### src/rtl/verilog_literal_emitter_pkg.sv
// Shared types and constants for the Verilog literal emitter.
// State list, base codes, ASCII constants and digit-to-char helper.
package verilog_lit_pkg;

  typedef enum logic [2:0] {
    S_IDLE,
    S_SIZE_T,
    S_SIZE_O,
    S_TICK,
    S_SGN,
    S_BASE,
    S_DIGIT
`ifdef VERILOG_LITERAL_SEP_EN
    , S_SEP
`endif
  } state_e;

  localparam logic [1:0] BASE_B = 2'd0;
  localparam logic [1:0] BASE_O = 2'd1;
  localparam logic [1:0] BASE_H = 2'd2;

  localparam logic [7:0] CH_TICK = 8'h27;
  localparam logic [7:0] CH_SEP  = 8'h5f;
  localparam logic [7:0] CH_S    = 8'h73;
  localparam logic [7:0] CH_B    = 8'h62;
  localparam logic [7:0] CH_O    = 8'h6f;
  localparam logic [7:0] CH_H    = 8'h68;

  function automatic logic [7:0] nibble_to_ascii(
    input logic [3:0] n
  );
    return (n < 4'd10) ? (8'h30 + {4'h0, n})
                       : (8'h57 + {4'h0, n});
  endfunction

endpackage

### src/rtl/verilog_literal_emitter_if.sv
// Request and character-stream handshake bundle.
// slave = emitter side, master = value source / char sink side.
interface verilog_literal_emitter_if #(
  parameter int W_DATA = 32
);
  localparam int W_LEN = $clog2(W_DATA + 1);

  logic              i_valid;
  logic              o_ready;
  logic [W_DATA-1:0] i_value;
  logic [W_LEN-1:0]  i_width;
  logic [1:0]        i_base;
  logic              i_signed;
  logic              o_char_valid;
  logic              i_char_ready;
  logic [7:0]        o_char;
  logic              o_char_last;
  logic              o_busy;

  modport slave (
    input  i_valid, i_value, i_width,
    input  i_base, i_signed, i_char_ready,
    output o_ready, o_char_valid, o_char,
    output o_char_last, o_busy
  );

  modport master (
    output i_valid, i_value, i_width,
    output i_base, i_signed, i_char_ready,
    input  o_ready, o_char_valid, o_char,
    input  o_char_last, o_busy
  );

endinterface

### src/rtl/verilog_literal_emitter_digit_sel.sv
// Extracts digit idx_i of a value in base 2/8/16,
// zeroing bits at or above the effective width.
module lit_digit_sel #(
  parameter  int W_DATA = 32,
  localparam int W_LEN  = $clog2(W_DATA + 1)
) (
  input  logic [W_DATA-1:0] value_i,
  input  logic [W_LEN-1:0]  width_i,
  input  logic [1:0]        base_i,
  input  logic [W_LEN-1:0]  idx_i,
  output logic [3:0]        digit_o
);
  import verilog_lit_pkg::*;

  logic [W_DATA-1:0] mask;
  logic [W_DATA+3:0] ext;
  logic [W_LEN+1:0]  shamt;
  logic [3:0]        kmask;

  always_comb begin
    // shifting by the full width yields 0, so mask becomes all ones
    mask = ~({W_DATA{1'b1}} << width_i);
    ext  = {4'h0, value_i & mask};
    unique case (1'b1)
      base_i[1]: begin
        shamt = {idx_i, 2'b00};
        kmask = 4'hf;
      end
      base_i == BASE_O: begin
        shamt = {2'b00, idx_i} + {1'b0, idx_i, 1'b0};
        kmask = 4'h7;
      end
      default: begin
        shamt = {2'b00, idx_i};
        kmask = 4'h1;
      end
    endcase
    digit_o = 4'(ext >> shamt) & kmask;
  end

endmodule

### src/rtl/verilog_literal_emitter.sv
// Streams a value as a sized Verilog literal, one char per cycle.
// Define VERILOG_LITERAL_SEP_EN to insert '_' every 4 digits.
module verilog_literal_emitter #(
  parameter int W_DATA = 32
) (
  input logic                     i_clk,
  input logic                     i_reset,
  verilog_literal_emitter_if.slave bus
);
  import verilog_lit_pkg::*;

  localparam int W_LEN = $clog2(W_DATA + 1);

  state_e            st_q, st_d;
  logic [W_DATA-1:0] val_q, val_d;
  logic [W_LEN-1:0]  w_q, w_d;
  logic [W_LEN-1:0]  idx_q, idx_d;
  logic [1:0]        base_q, base_d;
  logic              sgn_q, sgn_d;
  logic              vld_q, vld_d;
  logic [7:0]        ch_q, ch_d;
  logic              last_q, last_d;

  logic              fire;
  logic [W_LEN-1:0]  w_in;
  logic [7:0]        w8, wd8, dcnt;
  logic [3:0]        dig;

  assign fire = vld_q && bus.i_char_ready;
  assign w_in = (bus.i_width == '0 ||
                 bus.i_width > W_LEN'(W_DATA))
              ? W_LEN'(W_DATA) : bus.i_width;
  assign w8   = 8'(w_q);
  assign wd8  = 8'(w_d);

  always_comb begin
    unique case (1'b1)
      base_q[1]:         dcnt = (w8 + 8'd3) >> 2;
      base_q == BASE_O:  dcnt = (w8 + 8'd2) / 8'd3;
      default:           dcnt = w8;
    endcase
  end

  lit_digit_sel #(.W_DATA(W_DATA)) u_dsel (
    .value_i (val_q),
    .width_i (w_q),
    .base_i  (base_q),
    .idx_i   (idx_d),
    .digit_o (dig)
  );

  always_comb begin
    st_d   = st_q;
    val_d  = val_q;
    w_d    = w_q;
    idx_d  = idx_q;
    base_d = base_q;
    sgn_d  = sgn_q;
    unique case (st_q)
      S_IDLE: if (bus.i_valid) begin
        val_d  = bus.i_value;
        w_d    = w_in;
        base_d = bus.i_base;
        sgn_d  = bus.i_signed;
        st_d   = (8'(w_in) >= 8'd10) ? S_SIZE_T : S_SIZE_O;
      end
      S_SIZE_T: if (fire) st_d = S_SIZE_O;
      S_SIZE_O: if (fire) st_d = S_TICK;
      S_TICK:   if (fire) st_d = sgn_q ? S_SGN : S_BASE;
      S_SGN:    if (fire) st_d = S_BASE;
      S_BASE: if (fire) begin
        st_d  = S_DIGIT;
        idx_d = W_LEN'(dcnt - 8'd1);
      end
      S_DIGIT: if (fire) begin
        if (idx_q == '0) st_d = S_IDLE;
`ifdef VERILOG_LITERAL_SEP_EN
        else if (idx_q[1:0] == 2'b00) st_d = S_SEP;
`endif
        else idx_d = idx_q - W_LEN'(1);
      end
`ifdef VERILOG_LITERAL_SEP_EN
      S_SEP: if (fire) begin
        st_d  = S_DIGIT;
        idx_d = idx_q - W_LEN'(1);
      end
`endif
      default: st_d = S_IDLE;
    endcase
  end

  // output register is loaded with the char of the state being entered
  always_comb begin
    vld_d  = (st_d != S_IDLE);
    last_d = (st_d == S_DIGIT) && (idx_d == '0);
    ch_d   = ch_q;
    unique case (st_d)
      S_SIZE_T: ch_d = nibble_to_ascii(4'(wd8 / 8'd10));
      S_SIZE_O: ch_d = nibble_to_ascii(4'(wd8 % 8'd10));
      S_TICK:   ch_d = CH_TICK;
      S_SGN:    ch_d = CH_S;
      S_BASE: begin
        unique case (1'b1)
          base_q[1]:        ch_d = CH_H;
          base_q == BASE_O: ch_d = CH_O;
          default:          ch_d = CH_B;
        endcase
      end
      S_DIGIT:  ch_d = nibble_to_ascii(dig);
`ifdef VERILOG_LITERAL_SEP_EN
      S_SEP:    ch_d = CH_SEP;
`endif
      default:  ch_d = ch_q;
    endcase
  end

  always_ff @(posedge i_clk or posedge i_reset) begin
    if (i_reset) begin
      st_q   <= S_IDLE;
      val_q  <= '0;
      w_q    <= '0;
      idx_q  <= '0;
      base_q <= BASE_B;
      sgn_q  <= 1'b0;
      vld_q  <= 1'b0;
      ch_q   <= 8'h00;
      last_q <= 1'b0;
    end else begin
      st_q   <= st_d;
      val_q  <= val_d;
      w_q    <= w_d;
      idx_q  <= idx_d;
      base_q <= base_d;
      sgn_q  <= sgn_d;
      vld_q  <= vld_d;
      ch_q   <= ch_d;
      last_q <= last_d;
    end
  end

  assign bus.o_ready      = (st_q == S_IDLE);
  assign bus.o_busy       = (st_q != S_IDLE);
  assign bus.o_char_valid = vld_q;
  assign bus.o_char       = ch_q;
  assign bus.o_char_last  = last_q;

endmodule

### src/flat_wrapper.sv
// flat-port wrapper written by rule: the top's interface ports become plain ports
module verilog_literal_emitter_flat import verilog_lit_pkg::*;
#(
  parameter int W_DATA = 32
)
  (i_clk, i_reset, bus_i_valid, bus_i_value, bus_i_width, bus_i_base, bus_i_signed, bus_i_char_ready, bus_o_ready, bus_o_char_valid, bus_o_char, bus_o_char_last, bus_o_busy);
  verilog_literal_emitter_if #(.W_DATA(W_DATA)) bus_i ();
  input logic i_clk;
  input logic i_reset;
  input wire logic [$bits(bus_i.i_valid)-1:0] bus_i_valid;
  input wire logic [$bits(bus_i.i_value)-1:0] bus_i_value;
  input wire logic [$bits(bus_i.i_width)-1:0] bus_i_width;
  input wire logic [$bits(bus_i.i_base)-1:0] bus_i_base;
  input wire logic [$bits(bus_i.i_signed)-1:0] bus_i_signed;
  input wire logic [$bits(bus_i.i_char_ready)-1:0] bus_i_char_ready;
  output wire logic [$bits(bus_i.o_ready)-1:0] bus_o_ready;
  output wire logic [$bits(bus_i.o_char_valid)-1:0] bus_o_char_valid;
  output wire logic [$bits(bus_i.o_char)-1:0] bus_o_char;
  output wire logic [$bits(bus_i.o_char_last)-1:0] bus_o_char_last;
  output wire logic [$bits(bus_i.o_busy)-1:0] bus_o_busy;
  assign bus_i.i_valid = bus_i_valid;
  assign bus_i.i_value = bus_i_value;
  assign bus_i.i_width = bus_i_width;
  assign bus_i.i_base = bus_i_base;
  assign bus_i.i_signed = bus_i_signed;
  assign bus_i.i_char_ready = bus_i_char_ready;
  assign bus_o_ready = bus_i.o_ready;
  assign bus_o_char_valid = bus_i.o_char_valid;
  assign bus_o_char = bus_i.o_char;
  assign bus_o_char_last = bus_i.o_char_last;
  assign bus_o_busy = bus_i.o_busy;
  verilog_literal_emitter #(.W_DATA(W_DATA)) u_core (.i_clk(i_clk), .i_reset(i_reset), .bus(bus_i));
endmodule
### config.mk
export PLATFORM = sky130hd
export DESIGN_NAME = verilog_literal_emitter_flat
export DESIGN_NICKNAME = d
export VERILOG_FILES = /design/src/rtl/verilog_literal_emitter_pkg.sv /design/src/rtl/verilog_literal_emitter_if.sv /design/src/rtl/verilog_literal_emitter_digit_sel.sv /design/src/rtl/verilog_literal_emitter.sv /design/src/flat_wrapper.sv
export SDC_FILE = /design/constraint.sdc
export NUM_CORES = 1
export LEC_CHECK = 0
export BUFFER_PORTS_ARGS = -buffer_cell sky130_fd_sc_hd__clkbuf_2
export CELL_PAD_IN_SITES_DETAIL_PLACEMENT = 0
export CELL_PAD_IN_SITES_GLOBAL_PLACEMENT = 2
export CORE_ASPECT_RATIO = 0.7
export CORE_MARGIN = 2
export CORE_UTILIZATION = 32
export DETAILED_ROUTE_END_ITERATION = 12
export PLACE_DENSITY_LB_ADDON = 0.1
export SLEW_MARGIN = 15
export SYNTH_ARGS = -nofsm -noshare
export SYNTH_HDL_FRONTEND = slang
export SYNTH_SLANG_ARGS = --single-unit
### constraint.sdc
create_clock -name i_clk -period 8 [get_ports i_clk]
set_clock_uncertainty 0.1 [all_clocks]
set_input_delay 0.4 -clock i_clk [delete_from_list [all_inputs] [get_ports i_clk]]
set_output_delay 0.4 -clock i_clk [all_outputs]
set_load 0.02 [all_outputs]
After elaboration in Yosys (flattened, before gate mapping)
Index checks and enable logic that the tools add are counted.
{"block": "classes", "div_mod_pow": 3, "shift": 2, "bitwise": 3, "magnitude_cmp": 5, "mux": 26, "n_reduce_logical": 11, "n_eq_ne": 13, "add_sub_neg": 11}
{"operator": "$pmux W8 S6", "count": 1}
{"operator": "$mux W6", "count": 6}
{"operator": "$and A32 B32 Y32", "count": 1}
{"operator": "$not A32 Y32", "count": 1}
{"operator": "$shl A32 B6 Y32 const A", "count": 1}
{"operator": "$shr A32 B8 Y4", "count": 1}
{"operator": "$add A7 B4 Y8 const A", "count": 3}
{"operator": "$mux W3", "count": 8}
{"operator": "$mux W8", "count": 3}
{"operator": "$pmux W6 S2", "count": 2}
{"operator": "$add A6 B4 Y7 const A", "count": 3}
{"operator": "$pmux W3 S7", "count": 1}
{"operator": "$eq A3 B3 Y1 const B", "count": 6}
{"operator": "$logic_not A6 Y1", "count": 3}
{"operator": "$pmux W4 S2", "count": 2}
{"operator": "$pmux W8 S2", "count": 1}
{"operator": "$add A6 B2 Y7 const B", "count": 2}
{"operator": "$eq A3 B2 Y1 const B", "count": 4}
{"operator": "$lt A4 B4 Y1 const B", "count": 3}
{"operator": "$sub A6 B1 Y6 const B", "count": 2}
{"operator": "$add A6 B7 Y8", "count": 1}
{"operator": "$div A6 B4 Y8 const B", "count": 1}
{"operator": "$div A8 B2 Y8 const B", "count": 1}
{"operator": "$mod A6 B4 Y8 const B", "count": 1}
{"operator": "13 further kinds", "count": 16}
{"block": "word_totals", "output_inout_bits": 12, "wordCells": 83, "inputBits": 45, "regBits": 60}

Logic depth before layout (Yosys ltp)
Gate-level depths: netlist of run 1.
{"block": "depth", "word_depth": 13, "mapped_depth": 38, "mapped_depth_nobuf": 36}

Modules after synthesis
From an unflattened synthesis of run 1, not the netlist that was laid out.
{"block": "hier_totals", "hier_cells": 867, "area_unflattened_um2": 6236.0}
{"mod": "verilog_literal_emitter", "area_each_um2": 4479.3, "cells_per_inst": 593, "n_inst": 1}
{"mod": "lit_digit_sel", "area_each_um2": 1756.7, "cells_per_inst": 274, "n_inst": 1}

Worst setup path before layout of run 1
No wires, ideal clock.
{"block": "synth_path", "path_kind": "register to register", "from": "register u_core.w_q[3]", "to": "register u_core.ch_q[1], in the netlist u_core.bus.o_char[1]", "stages_incl_launch_ff": 36, "t_arrival_ps": 7251, "slack_ps": 522, "setup_time_ps": 126, "required_ps": 7774, "path_cell_list": "dfrtp_1 buf_6 clkbuf_1 inv_1 ha_1 nor4_1 o32a_1 ha_1 clkbuf_1 nor2b_1 a211oi_1 mux2i_1 o211ai_1 or3_1 o21ai_0 ha_1 xnor2_1 o21ai_0 ha_1 a21o_1 a21oi_1 o21ai_1 xnor2_1 a22o_1 o31ai_1 nand2_1 a21boi_0 o211ai_1 a2111oi_2 a311oi_1 a311oi_2 inv_1 ha_1 nor2b_1 nor2_1 a221o_1"}
{"block": "synth_between", "elab_chain_len": 13, "word_cells_on_any_way": 31, "classes_between": "add/sub (10); div (3); order compare (3); shift (2); mux (10); bitwise (3)"}
{"element": "from (decl)", "line_no": "verilog_literal_emitter.sv:16", "source": "logic [W_LEN-1:0] w_q, w_d;"}
{"element": "from (signal assigned)", "line_no": "verilog_literal_emitter.sv:131", "source": "w_q <= w_d;"}
{"element": "$add A6 B2 Y7", "line_no": "verilog_literal_emitter.sv:39", "source": "base_q == BASE_O: dcnt = (w8 + 8'd2) / 8'd3;"}
{"element": "$div A8 B2 Y8", "line_no": "verilog_literal_emitter.sv:39"}
{"element": "$pmux W6 S2 *", "line_no": "verilog_literal_emitter.sv:37", "source": "unique case (1'b1)"}
{"element": "$sub A6 B1 Y6 *", "line_no": "verilog_literal_emitter.sv:73", "source": "idx_d = W_LEN'(dcnt - 8'd1);"}
{"element": "$mux W6 *", "line_no": "verilog_literal_emitter.sv:71", "source": "S_BASE: if (fire) begin"}
{"element": "$pmux W6 S2 *", "line_no": "verilog_literal_emitter.sv:59", "source": "unique case (st_q)"}
{"element": "via u_core.idx_d[2]", "line_no": "verilog_literal_emitter.sv:17", "source": "logic [W_LEN-1:0] idx_q, idx_d;"}
{"element": "$add A6 B7 Y8", "line_no": "verilog_literal_emitter_digit_sel.sv:30", "source": "shamt = {2'b00, idx_i} + {1'b0, idx_i, 1'b0};"}
{"element": "$pmux W8 S2 *", "line_no": "verilog_literal_emitter_digit_sel.sv:24", "source": "unique case (1'b1)"}
{"element": "$shr A32 B8 Y4 *", "line_no": "verilog_literal_emitter_digit_sel.sv:38", "source": "digit_o = 4'(ext >> shamt) & kmask;"}
{"element": "$and A4 B4 Y4 *", "line_no": "verilog_literal_emitter_digit_sel.sv:38"}
{"element": "$add A7 B4 Y8, or another cell as far along", "line_no": "verilog_literal_emitter_pkg.sv:33", "source": ": (8'h57 + {4'h0, n});"}
{"element": "$mux W8 *", "line_no": "verilog_literal_emitter_pkg.sv:32", "source": "return (n < 4'd10) ? (8'h30 + {4'h0, n})"}
{"element": "$pmux W8 S6 *", "line_no": "verilog_literal_emitter.sv:97", "source": "unique case (st_d)"}
{"element": "to (signal assigned)", "line_no": "verilog_literal_emitter.sv:136", "source": "ch_q <= ch_d;"}
{"element": "to (decl)", "line_no": "verilog_literal_emitter.sv:21", "source": "logic [7:0] ch_q, ch_d;"}
The timed path passes the listed nets; every way through them passes the cells marked *.
A chain may end at the register's enable or synchronous reset.

Worst setup path after layout of run 1
{"block": "layout_path", "from": "register u_core.w_q[1]", "to": "register u_core.ch_q[1], in the netlist u_core.bus.o_char[1]"}
The elaborated chain is that of the path after synthesis.

==> results.sh, run 1 <==
export IMPL_grtUsageMet1=0.3818
export IMPL_synth_top_family_by_area="compound AO/OA/AOI/OAI gates"
export IMPL_finalSetupTns_ns=0
export IMPL_rows=43
export IMPL_ys_flop_type="dfrtp_1"
export IMPL_syn2layout_area_growth_pct=17.13
export IMPL_io_buffers=55
export IMPL_vias_per_cell=5.732
export IMPL_postCtsSetupBuffers=0
export IMPL_yosysTopAreaCell="dfrtp_1"
export IMPL_hold_ws_ns=0.1450
export IMPL_slew_headroom=0.3489
export IMPL_syn_inst=901
export IMPL_critPathMaxFanout=8
export IMPL_grt_pass1_wl_um=40280
export IMPL_hold_class="input pin to flop"
export IMPL_fin_util=0.3826
export IMPL_dp_hpwl_um=20700
export IMPL_worstMarginPinSlew_ns=0.9734
export IMPL_grt_usage=0.2485
export IMPL_drtAntennaViolNets=0
export IMPL_syn_nets=972
export IMPL_cts_sinks=59
export IMPL_clock_latency_ns=0.34
export IMPL_die_h_um=123.1
export IMPL_ys_warn_count=0
export IMPL_synth_compound_area_frac=0.2985
export IMPL_layout_common_cells="175 x nand2_1, 74 x nor2_1, 69 x o21ai_0"
export IMPL_routed_wl_um=26090
export IMPL_overflow=0
export IMPL_gr_usage_met3=0.07534
export IMPL_drive_above_1_share=0.1804
export IMPL_synth_xor_area_frac=0.02296
export IMPL_slowest_stage="fa_1"
export IMPL_grt_pass1_vias=6695
export IMPL_root_buffer="clkbuf_16"
export IMPL_fin_cells=1240
export IMPL_die_w_um=174.2
export IMPL_num_vias=7108
export IMPL_min_period_ns=7.521
export IMPL_grt_use_met2=0.3396
export IMPL_max_freq_mhz=133.0
export IMPL_cp_end_kind="flop"
export IMPL_numCtsBuffers=9
export IMPL_cts_tree="done"
export IMPL_slew_violations=0
export IMPL_cap_viol_max_count=0
export IMPL_timing_final_crit_share=0.9402
export IMPL_diodes=0
export IMPL_yosysTopAreaCellShare=0.2277
export IMPL_synthAdderAreaFrac=0.05132
export IMPL_gp_congestion=0.9841
export IMPL_route_detailed_drc=0
export IMPL_hold_viol_final=0
export IMPL_detail_route_wl_per_cell_um=21.04
export IMPL_clk_pin_slew_ns=0.06
export IMPL_synth_seq_cells=59
export IMPL_grt_busiest_layer="met1"
export IMPL_synthMuxAreaShare=0.05981
export IMPL_layout_commonest_cell="nand2_1"
export IMPL_syn_cell_area_um2=6485
export IMPL_yosys_cell_types_count=86
export IMPL_nets=1036
export IMPL_die_area_um2=21440
export IMPL_outcome="finished, final reports clean"
export IMPL_io_pins=57
export IMPL_first_iter_violations=704
export IMPL_worstPathRequired_ns=8.12
export IMPL_synth_async_reset_ratio=1.000
export IMPL_synth_edf_count=0
export IMPL_synth_simple_gate_area_frac=0.2736
export IMPL_start_util=0.3267
export IMPL_synthTopCellsByArea="dfrtp_1 23%, nand2_1 10%, o21ai_0 5.4%, ha_1 4.8%, nor2_1 4.3%"
export IMPL_dp_cells=1224
export IMPL_startpoint_type="flop"
export IMPL_finalSetupViolations=0
export IMPL_core_area_um2=19850
export IMPL_ctsLongestPathBuffers=2
export IMPL_drt_pass1_iter_count=5
export IMPL_synth_seq_area_share=0.2277
export IMPL_crit_path_frequent_cell="ha_1"
export IMPL_path_class="flop to flop"
export IMPL_grt_max_degree=60
export IMPL_antenna_found_initial=0
export IMPL_critical_path_arrival_ns=7.65
export IMPL_slowest_delay_ns=0.41
export IMPL_cts_max_level=3
export IMPL_synth_area_per_cell_um2=7.198
-- per-stage QoR --
| stage | worst slack, ns | cell area, µm² |
|---|---|---|
| global route | -0.005057 | 7596 |
| CTS | 0.1760 | 7550 |
| global placement | 0.4796 | 7264 |
| floorplan | 0.5225 | 6485 |
| finish | 0.4786 | 7596 |
| detailed placement | 0.2180 | 7264 |
-- cell type report --
type / count / area (µm²)
inverter: 43 / 161.4
clock buffer: 10 / 239.0
timing repair buffer: 109 / 693.2
sequential: 59 / 1478
fill: 2109 / 12260
multi-input combinational: 743 / 4641
tap: 270 / 337.8
clock inverter: 6 / 46.29
-- state kept, by name, summed over array words and instances, names as in the netlist --
signal,flops
u_core.val_q,32
u_core.st_q,3
u_core.idx_q,6
u_core.w_q,6
u_core.sgn_q,1
u_core.bus.o_char,7
u_core.bus.o_char_last,1
u_core.base_q,2
u_core.bus.o_char_valid,1
-- cell usage after synthesis, drive strengths merged, types with 5 or more instances --
library cell	n
nand4	5
buf	16
a211oi	12
a21o	9
o31ai	8
dfrtp	59
o211ai	20
nand2b	7
a22oi	7
a221oi	7
nor2b	13
xnor2	15
o21ai	76
nand2	175
a21boi	9
clkbuf	40
nor3	27
mux2i	27
or3	7
a31oi	6
mux2	9
and2	7
and3	6
ha	25
or2	5
inv	43
a21oi	55
nand3	28
a32oi	8
nor2	75
o21a	7
nor4	12
-- path summary, 6_finish.rpt --
kind	startpoint	end	slack (ns)	depth (start not counted)
worst max-delay path	u_core.w_q[1]	u_core.bus.o_char[1]	0.48	32
worst min-delay path	bus_i_base[0]	u_core.base_q[0]	0.14	3
worst max register to register	u_core.w_q[1]	u_core.bus.o_char[1]	0.48	32
worst min register to register	u_core.val_q[31]	u_core.val_q[31]	0.38	2
max in group asynchronous	i_reset	u_core.w_q[5]	7.04	3
min in group asynchronous	i_reset	u_core.val_q[28]	0.17	3
-- worst max-delay path, delay by kind of cell, from the launching register on --
kind,cells,cell delay [ns]
AO/OA/AOI/OAI,17,3.72
adder cells (fa/ha/maj),6,1.79
buffers and inverters,3,0.42
flip-flops,1,0.38
AND/OR/NAND/NOR,6,1.01
-- logic make-up after synthesis --
kind of cell,Yosys count
AO/OA/AOI/OAI,279
buffers and inverters,99
AND/OR/NAND/NOR,384
XOR/XNOR,17
adder cells (fa/ha/maj),26
multiplexers,36
other,1
flip-flops,59
-- repair_timing --
| item | 4_1_cts | 5_1_grt |
|---|---|---|
| endpoints found under the setup margin | 0 | 6 |
| resized for setup | 0 | 12 |
| hold buffers | 0 | 0 |
-- routing by layer --
metal	up-vias	share of wire
met2	251	0.38
met3	15	0.088
met4	0	0.0078
met5	-	0
li1	3413	-
met1	3429	0.52
Power of run 1 is not shown: default switching activity piles up to over one toggle a cycle in this logic, so the estimate is an artifact.
==> run 2, diff against run 1 <==
- CORE_UTILIZATION: 32 -> 33
- CTS_BUF_LIST: unset -> sky130_fd_sc_hd__clkbuf_2
==> results.sh, run 2 (synthesis gave the netlist of run 1 again) <==
export IMPL_routed_wl_um=26280
export IMPL_gp_congestion=0.9649
export IMPL_slew_headroom=0.3737
export IMPL_ctsLongestPathBuffers=2
export IMPL_core_area_um2=19080
export IMPL_grt_pass1_vias=6879
export IMPL_pre_cts_slack_ns=0.1013
export IMPL_routed_top_layer="met4"
export IMPL_route_detailed_drc=0
export IMPL_rows=42
export IMPL_startpoint_type="flop"
export IMPL_path_delay_family="compound AO/OA/AOI/OAI gates"
export IMPL_start_util=0.3400
export IMPL_overflow=0
export IMPL_worstMarginPinSlew_ns=0.9364
export IMPL_crit_buf_inv=4
export IMPL_finalSetupTns_ns=0
export IMPL_drtAntennaViolNets=0
export IMPL_dp_hpwl_um=20380
export IMPL_cts_sinks=59
export IMPL_cap_viol_max_count=0
export IMPL_nets=1065
export IMPL_die_area_um2=20810
export IMPL_vias_per_cell=5.757
export IMPL_slowest_delay_ns=0.46
export IMPL_grt_usage=0.2583
export IMPL_drive_above_1_share=0.1672
export IMPL_drt_pass1_iter_count=5
export IMPL_first_iter_violations=616
export IMPL_finalSetupViolations=0
export IMPL_layout_common_cells="175 x nand2_1, 73 x nor2_1, 69 x o21ai_0"
export IMPL_worstPathRequired_ns=8.41
export IMPL_critPathMaxFanout=20
export IMPL_largest_reg_flops=32
export IMPL_met1Wirelength_um=13660
export IMPL_detail_route_wl_per_cell_um=20.77
export IMPL_layout_setup_ws_ns=0.4895
export IMPL_clock_latency_ns=0.58
export IMPL_die_h_um=121.3
export IMPL_regMostFlops="u_core.val_q"
export IMPL_numCtsBuffers=9
export IMPL_hold_viol_final=0
export IMPL_grt_max_degree=60
export IMPL_max_freq_mhz=133.1
export IMPL_io_buffers=55
export IMPL_num_vias=7283
export IMPL_root_buffer="clkbuf_2"
export IMPL_slowest_stage="or4_1"
export IMPL_io_pins=57
export IMPL_grt_pass1_wl_um=40400
export IMPL_cts_max_level=3
export IMPL_nFillCells=2092
export IMPL_hold_class="input pin to flop"
export IMPL_slew_violations=0
export IMPL_min_period_ns=7.510
export IMPL_timing_final_crit_share=0.9388
export IMPL_clk_pin_slew_ns=0.23
export IMPL_routed_wl_met2_um=10240
export IMPL_cts_tree="done"
export IMPL_outcome="finished, final reports clean"
export IMPL_cp_end_kind="flop"
export IMPL_antenna_found_initial=1
export IMPL_dr_wl_met3_um=2116
export IMPL_path_class="flop to flop"
export IMPL_syn2layout_area_growth_pct=19.10
export IMPL_layout_commonest_cell="nand2_1"
export IMPL_critical_path_arrival_ns=7.92
export IMPL_die_w_um=171.6
run 2: worst paths after layout:
check | cells after the start | startpoint | slack [ns] | end
min in group asynchronous | 4 | i_reset | 0.46 | u_core.val_q[28]
min | 3 | bus_i_width[1] | 0.20 | u_core.w_q[1]
min reg2reg | 1 | u_core.bus.o_char[5] | 0.40 | u_core.bus.o_char[5]
max | 32 | u_core.w_q[2] | 0.49 | u_core.bus.o_char[1]
max reg2reg | 32 | u_core.w_q[2] | 0.49 | u_core.bus.o_char[1]
max in group asynchronous | 4 | i_reset | 6.81 | u_core.w_q[1]
run 2: stage by stage:
step | utilization | cells | instance area (µm²) | hold slack, ns
floorplan | - | 901 | 6485 | 0.3369
CTS | 0.4014 | 1261 | 7657 | 0.1539
global placement | 0.3762 | 1209 | 7177 | 0.3485
finish | 0.4049 | 1265 | 7724 | 0.2037
global route | 0.4049 | 1265 | 7724 | 0.2031
detailed placement | 0.3762 | 1209 | 7177 | 0.3623
run 2: worst reg2reg max path: cells and delay by family (launching register included):
family / cells / cell delay [ns]
and+or+nand+nor: 7 / 1.62
muxes: 1 / 0.39
DFF: 1 / 0.40
AOI/OAI and AO/OA: 16 / 3.21
adders and majority gates: 3 / 0.90
buffers and inverters: 4 / 0.68
xor gates and xnor gates: 1 / 0.15
run 2: repair_timing:
action | 4_1_cts | 5_1_grt
endpoints found under the setup margin | 0 | 6
hold buffers | 36 | 0
setup buffers | 0 | 2
gates resized for setup | 0 | 11
endpoints found under the hold margin | 94 | 0
run 2: metal layers:
| layer | up-vias | track usage |
|---|---|---|
| li1 | 3458 | - |
| met1 | 3580 | 0.4003 |
| met2 | 227 | 0.3464 |
| met3 | 18 | 0.07273 |
| met4 | 0 | 0.05244 |
| met5 | - | 0 |
run 2: cell type report:
cell class	count	area (µm²)	share of cell area
clock buffer	9	45.04	0.005832
timing repair buffer	138	988.4	0.1280
tap	264	330.3	0.04277
antenna	2	5.005	0.0006480
inverter	43	161.4	0.02090
multi-input combinational	743	4642	0.6010
sequential	59	1476	0.1912
clock inverter	7	75.07	0.009720
Power of run 2 is left out for the same reason.
